<file path="config.mk">
export PLATFORM = sky130hd
export DESIGN_NAME = pid_secuencial
export DESIGN_NICKNAME = d
export VERILOG_FILES = /design/src/rtl/pid_secuencial.sv
export SDC_FILE = /design/constraint.sdc
export NUM_CORES = 2
export LEC_CHECK = 0
export CAP_MARGIN = 20
export CORE_ASPECT_RATIO = 1.4
export CORE_UTILIZATION = 52
export CTS_CLUSTER_SIZE = 25
export DETAILED_ROUTE_END_ITERATION = 8
export DONT_BUFFER_PORTS = 1
export MAX_ROUTING_LAYER = met4
export PLACE_DENSITY = 0.73
export SLEW_MARGIN = 20
export SYNTH_ARGS = -nofsm -noshare
export SYNTH_HDL_FRONTEND = slang
export SYNTH_SLANG_ARGS = --single-unit
</file>
<file path="constraint.sdc">
create_clock -name CLK -period 13.56 [get_ports CLK]
set_input_delay 4.068 -clock CLK [delete_from_list [all_inputs] [get_ports CLK]]
set_output_delay 4.068 -clock CLK [all_outputs]
set_load 0.01 [all_outputs]
</file>
<file path="src/rtl/pid_secuencial.sv">
// -----------------------------------------------------------------------------
// pid_secuencial
//
// Discrete PID controller that shares one signed multiplier across the P, I
// and D terms. A Start request is accepted only in IDLE. The controller then
// walks ERR -> MUL_P -> MUL_I -> MUL_D -> SUM -> DONE, one cycle per state.
// In DONE the new U and Sat are visible and Listo pulses for that one cycle.
//
// Arithmetic:
//   sat(x)   clips x to [-2^(W-1), 2^(W-1)-1].
//   mul(a,b) sat((a*b) >>> F). The product is the full 2W-bit value and the
//            shift is arithmetic.
//   e  = sat(r - y),            de = sat(e - e_prev)
//   P  = mul(Kp, e),            I_new = sat(I_acc + mul(Ki, e)),
//   D  = mul(Kd, de),           s = P + I_new + D (W+2 bits),
//   U  = sat(s),                Sat = (s != U)
//
// Anti-windup (AW=1): I_acc keeps its old value when the sum saturates in the
// same direction as the error. Otherwise I_acc takes I_new.
//
// Ports:
//   CLK          rising-edge clock
//   Reset        synchronous, active-high; clears all state and outputs
//   Start        request one update (IDLE only)
//   Clear        zero I_acc and e_prev (IDLE only, applied before Start)
//   r, y         signed setpoint / measurement
//   Kp, Ki, Kd   signed gains, Q(W-F).F
//   U            signed control output, held between updates
//   Listo        one-cycle pulse in DONE
//   Busy         high in every state except IDLE
//   Sat          1 when the last U was clipped
//   o_dbg_state  current FSM state (debug)
//   o_dbg_iacc   current integral accumulator (debug)
//
// Handshake: Start is sampled on a rising edge. It is accepted only while
// Busy=0, and there is no queueing. Listo is a one-cycle pulse. U and Sat are
// valid from the Listo cycle until the next DONE or until Reset.
// -----------------------------------------------------------------------------
module pid_secuencial #(
    parameter int W  = 19,
    parameter int F  = 8,
    parameter int AW = 1
) (
    input  logic                CLK,
    input  logic                Reset,
    input  logic                Start,
    input  logic                Clear,
    input  logic signed [W-1:0] r,
    input  logic signed [W-1:0] y,
    input  logic signed [W-1:0] Kp,
    input  logic signed [W-1:0] Ki,
    input  logic signed [W-1:0] Kd,
    output logic signed [W-1:0] U,
    output logic                Listo,
    output logic                Busy,
    output logic                Sat,
    output logic [2:0]          o_dbg_state,
    output logic signed [W-1:0] o_dbg_iacc
);

    typedef enum logic [2:0] {
        S_IDLE  = 3'd0,
        S_ERR   = 3'd1,
        S_MUL_P = 3'd2,
        S_MUL_I = 3'd3,
        S_MUL_D = 3'd4,
        S_SUM   = 3'd5,
        S_DONE  = 3'd6
    } state_t;

    localparam logic signed [W-1:0] MAXV = {1'b0, {(W-1){1'b1}}};
    localparam logic signed [W-1:0] MINV = {1'b1, {(W-1){1'b0}}};

    // Saturating narrowers. A value fits in W bits exactly when every bit
    // above the W-bit sign bit repeats that sign bit.
    function automatic logic signed [W-1:0] sat_w1(input logic signed [W:0] x);
        if (x[W] != x[W-1])
            return x[W] ? MINV : MAXV;
        return x[W-1:0];
    endfunction

    function automatic logic signed [W-1:0] sat_w2(input logic signed [W+1:0] x);
        if ((x[W+1:W-1] == '0) || (x[W+1:W-1] == '1))
            return x[W-1:0];
        return x[W+1] ? MINV : MAXV;
    endfunction

    function automatic logic signed [W-1:0] sat_2w(input logic signed [2*W-1:0] x);
        if ((x[2*W-1:W-1] == '0) || (x[2*W-1:W-1] == '1))
            return x[W-1:0];
        return x[2*W-1] ? MINV : MAXV;
    endfunction

    state_t r_state;
    state_t w_next;

    // Operands captured at acceptance
    logic signed [W-1:0] r_r, r_y, r_kp, r_ki, r_kd;
    // Pipeline registers
    logic signed [W-1:0] r_e, r_de, r_p, r_inew, r_d;
    // Persistent controller state
    logic signed [W-1:0] r_iacc, r_eprev;
    // Outputs
    logic signed [W-1:0] r_u;
    logic                r_sat;

    // Error stage, computed one bit wider and then clipped
    logic signed [W:0]   w_diff_e, w_diff_de;
    logic signed [W-1:0] w_e, w_de;

    assign w_diff_e  = $signed({r_r[W-1], r_r}) - $signed({r_y[W-1], r_y});
    assign w_e       = sat_w1(w_diff_e);
    // de uses the error computed in this same cycle
    assign w_diff_de = $signed({w_e[W-1], w_e}) - $signed({r_eprev[W-1], r_eprev});
    assign w_de      = sat_w1(w_diff_de);

    // Shared multiplier. The operands are chosen by state.
    logic signed [W-1:0]   w_ma, w_mb;
    logic signed [2*W-1:0] w_ma_x, w_mb_x, w_prod, w_shift;
    logic signed [W-1:0]   w_mul;

    always_comb begin
        w_ma = '0;
        w_mb = '0;
        case (r_state)
            S_MUL_P: begin w_ma = r_kp; w_mb = r_e;  end
            S_MUL_I: begin w_ma = r_ki; w_mb = r_e;  end
            S_MUL_D: begin w_ma = r_kd; w_mb = r_de; end
            default: ;
        endcase
    end

    assign w_ma_x  = $signed({{W{w_ma[W-1]}}, w_ma});
    assign w_mb_x  = $signed({{W{w_mb[W-1]}}, w_mb});
    assign w_prod  = w_ma_x * w_mb_x;
    assign w_shift = w_prod >>> F;
    assign w_mul   = sat_2w(w_shift);

    // Integral candidate
    logic signed [W:0]   w_isum_x;
    logic signed [W-1:0] w_isum;

    assign w_isum_x = $signed({r_iacc[W-1], r_iacc}) + $signed({w_mul[W-1], w_mul});
    assign w_isum   = sat_w1(w_isum_x);

    // Final sum: three W-bit terms need at most W+2 bits
    logic signed [W+1:0] w_s;
    logic signed [W-1:0] w_u_next;
    logic                w_s_ovf, w_e_pos, w_e_neg, w_hold;

    assign w_s      = $signed({{2{r_p[W-1]}}, r_p})
                    + $signed({{2{r_inew[W-1]}}, r_inew})
                    + $signed({{2{r_d[W-1]}}, r_d});
    assign w_u_next = sat_w2(w_s);
    assign w_s_ovf  = !((w_s[W+1:W-1] == '0) || (w_s[W+1:W-1] == '1));
    assign w_e_pos  = !r_e[W-1] && (r_e != '0);
    assign w_e_neg  = r_e[W-1];
    // The integral is frozen only while it would push further into the
    // direction that is already clipped.
    assign w_hold   = (AW != 0) && w_s_ovf &&
                      ((!w_s[W+1] && w_e_pos) || (w_s[W+1] && w_e_neg));

    // Next state and decoded outputs
    always_comb begin
        w_next = r_state;
        Busy   = 1'b1;
        Listo  = 1'b0;
        case (r_state)
            S_IDLE: begin
                Busy = 1'b0;
                if (Start)
                    w_next = S_ERR;
            end
            S_ERR:   w_next = S_MUL_P;
            S_MUL_P: w_next = S_MUL_I;
            S_MUL_I: w_next = S_MUL_D;
            S_MUL_D: w_next = S_SUM;
            S_SUM:   w_next = S_DONE;
            S_DONE: begin
                Listo  = 1'b1;
                w_next = S_IDLE;
            end
            default: begin
                Busy   = 1'b0;
                w_next = S_IDLE;
            end
        endcase
    end

    always_ff @(posedge CLK) begin
        if (Reset) begin
            r_state <= S_IDLE;
            r_r     <= '0;
            r_y     <= '0;
            r_kp    <= '0;
            r_ki    <= '0;
            r_kd    <= '0;
            r_e     <= '0;
            r_de    <= '0;
            r_p     <= '0;
            r_inew  <= '0;
            r_d     <= '0;
            r_iacc  <= '0;
            r_eprev <= '0;
            r_u     <= '0;
            r_sat   <= 1'b0;
        end else begin
            r_state <= w_next;
            case (r_state)
                S_IDLE: begin
                    // Clear lands on the same edge as acceptance, so an update
                    // started together with Clear sees zeroed history.
                    if (Clear) begin
                        r_iacc  <= '0;
                        r_eprev <= '0;
                    end
                    if (Start) begin
                        r_r  <= r;
                        r_y  <= y;
                        r_kp <= Kp;
                        r_ki <= Ki;
                        r_kd <= Kd;
                    end
                end
                S_ERR: begin
                    r_e  <= w_e;
                    r_de <= w_de;
                end
                S_MUL_P: r_p    <= w_mul;
                S_MUL_I: r_inew <= w_isum;
                S_MUL_D: r_d    <= w_mul;
                S_SUM: begin
                    r_u     <= w_u_next;
                    r_sat   <= w_s_ovf;
                    r_eprev <= r_e;
                    if (!w_hold)
                        r_iacc <= r_inew;
                end
                default: ;
            endcase
        end
    end

    assign U           = r_u;
    assign Sat         = r_sat;
    assign o_dbg_state = r_state;
    assign o_dbg_iacc  = r_iacc;

endmodule

</file>
### After elaboration in Yosys (flattened, before gate mapping)

Cells that the tools add are included.

| storage, ports and cells | value |
|---|---|
| bits in registers | 251 |
| latch bits | 0 |
| memory bits (writable) | 0 |
| memory bits (read-only) | 0 |
| input bits | 99 |
| output and inout port bits | 44 |
| memories | 0 |

| operators by class | value |
|---|---|
| add/subtract/negate cells | 5 |
| multiply operators | 1 |
| divide/modulo/power cells | 0 |
| order comparisons | 0 |
| eq/ne operators | 14 |
| shift operators | 0 |
| multiplexer cells | 30 |
| bitwise logic cells | 0 |
| reduce and logical (&&, ||, !) cells | 20 |

Operators with widths:

| cell | number |
|---|---|
| 19-bit 2-to-1 mux | 17 |
| 19-bit case mux with 2 select lines | 3 |
| 19-bit case mux with 3 select lines | 1 |
| 19-bit by 19-bit adder with 20-bit output | 2 |
| 19-bit by 19-bit subtractor with 20-bit output | 2 |
| 19-bit by 19-bit multiplier with 38-bit output | 1 |
| 20-bit by 19-bit adder with 21-bit output | 1 |
| 20-bit equality test, second input constant | 1 |
| 20-bit zero test | 1 |
| 19-bit nonzero test | 1 |
| 3-bit case mux with 6 select lines | 1 |
| 3-bit equality test, second input constant | 4 |
| 1-bit 2-to-1 mux | 7 |
| 3-bit by 2-bit equality test with 1-bit output, second input constant | 2 |
| 3-bit zero test | 2 |
| 2-bit inequality test, second input constant | 3 |
| 6-bit OR reduction | 1 |
| 1-bit logical AND | 4 |
| 2-bit AND reduction | 2 |
| 3-bit by 1-bit equality test with 1-bit output, second input constant | 1 |
| 1-bit zero test | 3 |
| 1-bit logical OR | 3 |
| 3-bit 2-to-1 mux | 1 |
| 1-bit inequality test | 3 |
| other kinds (3) | 3 |

### Logic depth before layout (Yosys ltp)

| depth | value |
|---|---|
| word-level depth | 12 |
| gate-level depth with buffers | 51 |

### Worst setup path before layout

OpenSTA, ideal clock, no wires.

| path | value |
|---|---|
| path kind | reg2reg |
| start | register r_state[2], in the netlist o_dbg_state[2] |
| end | register r_inew[10] |
| library setup time | 119 ps |
| arrival | 11702 ps |
| path slack | 1740 ps |
| stages on the path, launching flop included | 50 |
| buffers on the path | 7 |
| period minus slack after synthesis | 11820 ps |
| cells stage by stage | dfxtp_1 -> buf_2 -> nor3b_4 -> clkbuf_1 -> clkbuf_1 -> nand2_1 -> o21ai_0 -> clkbuf_1 -> nand2_1 -> fa_1 -> inv_1 -> fa_1 -> inv_1 -> fa_1 -> inv_1 -> fa_1 -> fa_1 -> fa_1 -> [... 14 more ...] -> buf_6 -> buf_6 -> o21ai_2 -> ha_1 -> inv_1 -> fa_1 -> nor2b_1 -> o21a_1 -> o21ai_0 -> nand2b_1 -> a31o_2 -> a41oi_1 -> a211o_1 -> a31oi_1 -> xnor2_1 -> o21ai_0 -> clkbuf_1 -> o221a_2 |

| between the ends | value |
|---|---|
| cells in the longest elaborated chain, start to end | 12 |
| elaborated cells on any way between the ends | 20 |
| classes of those cells | 1 x add/sub; 1 x mul; 5 x eq/ne; 10 x mux; 3 x reduce/logical |

Ends and longest elaborated chain:

| element | line | text |
|---|---|---|
| from (decl) | 94 | `state_t r_state;` |
| from (signal assigned) | 208 | `r_state <= w_next;` |
| 3-bit by 2-bit equality test with 1-bit output | 125 | `case (r_state)` |
| 2-bit OR reduction (no source line) | -- |  |
| 19-bit case mux with 2 select lines | 125 |  |
| 19-bit by 19-bit multiplier with 38-bit output * | 135 | `assign w_prod = w_ma_x * w_mb_x;` |
| 20-bit equality test or 20-bit zero test (tied branches) | 89 | `if ((x[2*W-1:W-1] == '0) \|\| (x[2*W-1:W-1] == '1))` |
| 1-bit logical OR | 89 |  |
| 1-bit 2-to-1 mux | 89 |  |
| 19-bit 2-to-1 mux * | 91 | `return x[2*W-1] ? MINV : MAXV;` |
| named net w_mul[0] | 120 | `logic signed [W-1:0] w_mul;` |
| 19-bit by 19-bit adder with 20-bit output * | 143 | `assign w_isum_x = $signed({r_iacc[W-1], r_iacc}) + $signed({w_mul[W-1], w_mul});` |
| 19-bit 2-to-1 mux or 1-bit inequality test (tied branches) | 78, 77 |  |
| 19-bit 2-to-1 mux or 1-bit 2-to-1 mux (tied branches) | 77 | `if (x[W] != x[W-1])` |
| 19-bit 2-to-1 mux * | 79 | `return x[W-1:0];` |
| to (signal assigned) | 230 | `S_MUL_I: r_inew <= w_isum;` |
| to (decl) | 100 | `logic signed [W-1:0] r_e, r_de, r_p, r_inew, r_d;` |

Mark *: on every way through the listed nets, which the timed path passes. The rest lies on a longest branch. The select of a mux whose other input is x is not followed.
A chain may end at the register's enable or synchronous reset.

### Worst setup path in the final report

| path | value |
|---|---|
| start | register r_state[0], in the netlist o_dbg_state[0] |
| end | register r_inew[5] |

Same word-level chain as after synthesis.

==> metrics.md <==
| Metric | Value |
|---|---|
| Status | `complete, no violations` |
| Die ar. | `53300 um2` |
| Setup TNS | `0 ns` |
| Nets | `3814` |
| Drt via density | `5.89` |
| DRT antenna net count | `0` |
| Clock Tree Buf Depth | `3` |
| Number of remaining DRC errors | `0` |
| WL/cell | `around 21 um` |
| Async S/R FF share, synth | `0` |
| Met2 Usage GRT | `0.534` |
| CP endpoint kind | `flop` |
| Post-synth EDFFs | `0` |
| Gate Count Post-Synth | `3210` |
| Vias in the first global route | `23.7k` |
| Period Utilization, post-route | `0.959` |
| Routability cong. | `a little under 1` |
| Worst endpoint required time | `~14 ns` |
| Most frequent cells in the layout | `nand2_1 (488), inv_1 (465), fa_1 (391), dfxtp_1 (250), a21oi_1 (249)` |
| YS warnings | `0` |
| Placed cell areas | `27900 um2` |
| Finished Core Util | `0.563` |
| Worst clock skew | `0.0204 ns` |
| Overflow after GRT | `0` |
| # port buffers | `0` |
| Ys flop type | `dfxtp_1` |
| Core box area | `about 50000 um2` |
| Met1 Resource Use GR | `0.369` |
| Area leader, netlist | `fa_1` |
| Sequential fraction of the synthesis area | `0.185` |
| Peak supply drop | `0.137 mV` |
| Antenna cells | `0` |
| Lkg Pwr | `13.5 nW` |
| Crit path DAT | `13.45 ns` |
| Worst flop-to-flop path startpoint | `o_dbg_state[0]` |
| CTS tree | `yes` |
| Most used cell, CP | `fa_1` |
| Most used routing layer | `met2` |
| Mapped Nets | `about 4k` |
| Power density cells | `about 91 nW/um2` |
| Initial antenna violation count | `1` |
| Mapped Area | `~27000 um2` |
| Most common cell after layout, fill and taps aside | `nand2_1` |
| Slew HR | `0.186` |
| Finished Layout Cells | `around 3.8k` |
| DR pass1 iterations | `8` |
| Number of setup violations in the final report | `0` |
| Layout cell share with drive strength beyond 1 | `0.0670` |
| Critical path's largest stage delay | `~0.65 ns` |
| Area Overhead vs Synth | `6.18%` |
| Sink Count | `roughly 250` |
| Post-synth top area share | `0.288` |
| Min-Delay Path Class | `flop to flop` |
| Fin. Hold Viols | `0` |
| Num CTS Buffers | `28` |
| Vias | `22.5k` |
| Yosys cell types | `75` |
| Final Slew Violations | `0` |
| Clk_lat worst skew | `0.57 ns` |
| DRT Wirelength | `80100 um` |
| Worst path slowest cell | `a21oi_1` |
| Least-Margin Pin Slew | `roughly 1.2 ns` |
| Worst Setup SP | `o_dbg_state[0]` |
| Largest net degree at the start of global routing | `138` |
| Global-route wire length before repair | `128000 um` |
| Final Critical Period | `~13 ns` |
| Clk slew on worst S/H paths | `0.06 ns` |
| Hold Path Origin | `r_y[18]` |
| Setup CP Type | `flop to flop` |
| Post-Place Cells | `3759` |
| Total track usage | `0.315` |
| Initial drt markers | `1671` |
| Die width | `195 um` |
| Ranking of synthesized cells by area | `fa_1 (29%), dfxtp_1 (18%), ha_1 (8.5%)` |
| Max-Cap Viols | `0` |
| CP Launch Type | `flop` |
| Max FO, Critical Path | `20` |
| Post-layout instance area | `28900 um2` |
| H-tree levels | `1` |
| Syn_area_per_cell | `8.48 um2` |
| Global Route met3 Usage | `0.0406` |
| Core Rows | `98` |
| Hold_buf cts | `0` |
| I/O Pins | `roughly 140` |
| RSZ-0062 raised after global routing | `false` |
| CTS root buffer | `clkbuf_16` |
| Starting Density | `0.530` |
| Die height | `273 um` |
| Synth Register Bits | `between 200 and 300` |
| FMAX | `76.9 MHz` |
| Hpwl dp | `63700 um` |
[layout make-up]
class / count / area (um2)
fill: 4616 / 22500
clock buffer: 38 / 798
tap: 650 / 813
multi-input combinational: 2332 / 19900
timing repair buffer: 61 / 478
clock inverter: 14 / 178
inverter: 466 / 1750
sequential: 251 / 5030
[metal layers]
| metal | vias to the layer above | wire length [um] |
|---|---|---|
| li1 | 10300 | - |
| met1 | 11100 | 31200 |
| met2 | 875 | 39200 |
| met3 | 236 | 5080 |
| met4 | 0 | 4570 |
| met5 | - | 0 |
[per-stage QoR]
stage                     total power, mW  worst slack (ns)  hold WS (ns)
after global placement               1.80             0.359         0.442
after global routing                 2.77            0.0173         0.469
after CTS                            2.63             0.412         0.451
after floorplan                      1.59              1.74         0.436
final                                2.63             0.559         0.453
after detailed placement             1.82             0.458         0.443
[flip-flops by register name, indices dropped and copies added, names as in the netlist, 3 cells and up]
| signal | flops |
|---|---|
| U | 19 |
| o_dbg_iacc | 19 |
| o_dbg_state | 3 |
| r_d | 19 |
| r_de | 19 |
| r_e | 19 |
| r_eprev | 19 |
| r_inew | 19 |
| r_kd | 19 |
| r_ki | 19 |
| r_kp | 19 |
| r_p | 19 |
| r_r | 19 |
| r_y | 19 |
[worst max-delay path, delay by kind of cell, from the launching register on]
kind / cells / cell delay, ns
simple gates: 10 / 2.44
compound gates: 13 / 3.77
mux: 1 / 0.48
fa+ha+maj: 9 / 3.71
flops: 1 / 0.59
xor+xnor: 2 / 0.77
buf+inv: 7 / 1.08
[power by group]
group | leakage (nW) | switching (mW) | internal, mW | total [mW]
logic | 11.0 | 0.600 | 0.396 | 0.996
registers | 2.05 | 0.0485 | 0.787 | 0.835
clock network | 0.479 | 0.328 | 0.473 | 0.801
total | 13.5 | 0.977 | 1.66 | 2.63
[kinds of logic after synthesis]
| logic type | after synthesis | synth area share |
|---|---|---|
| muxes | 23 | 0.00846 |
| xor gates and xnor gates | 99 | 0.0318 |
| buffers and inverters | 627 | 0.0881 |
| DFF | 251 | 0.185 |
| adders and majority gates | 599 | 0.381 |
| and+or+nand+nor | 936 | 0.149 |
| AOI/OAI and AO/OA | 675 | 0.157 |
[cells in the mapped netlist (all sizes together) (16+ instances only)]
cell	instances
xnor2	70
inv	465
a31oi	46
ha	184
or2	49
a22o	34
maj3	24
dfxtp	251
clkbuf	137
xor2	29
nand3	35
mux2i	23
o211ai	46
nor2	228
a21oi	250
nand2b	19
nand2	490
o21ai	130
o21a	42
a21o	33
nor3	23
fa	391
a22oi	16
buf	24
[worst paths after layout]
path / end / slack [ns] / cells after the start
min: r_y[18] / 0.45 / 2
max: r_inew[5] / 0.56 / 42
min reg2reg: r_y[18] / 0.45 / 2
max reg2reg: r_inew[5] / 0.56 / 42
[what timing repair did]
item                                    in CTS  in global routing
setup buffers                                0                  0
endpoints found under the setup margin       0                 12
resized for setup                            0                  2
No activity file was read; power rests on OpenSTA's default activity.
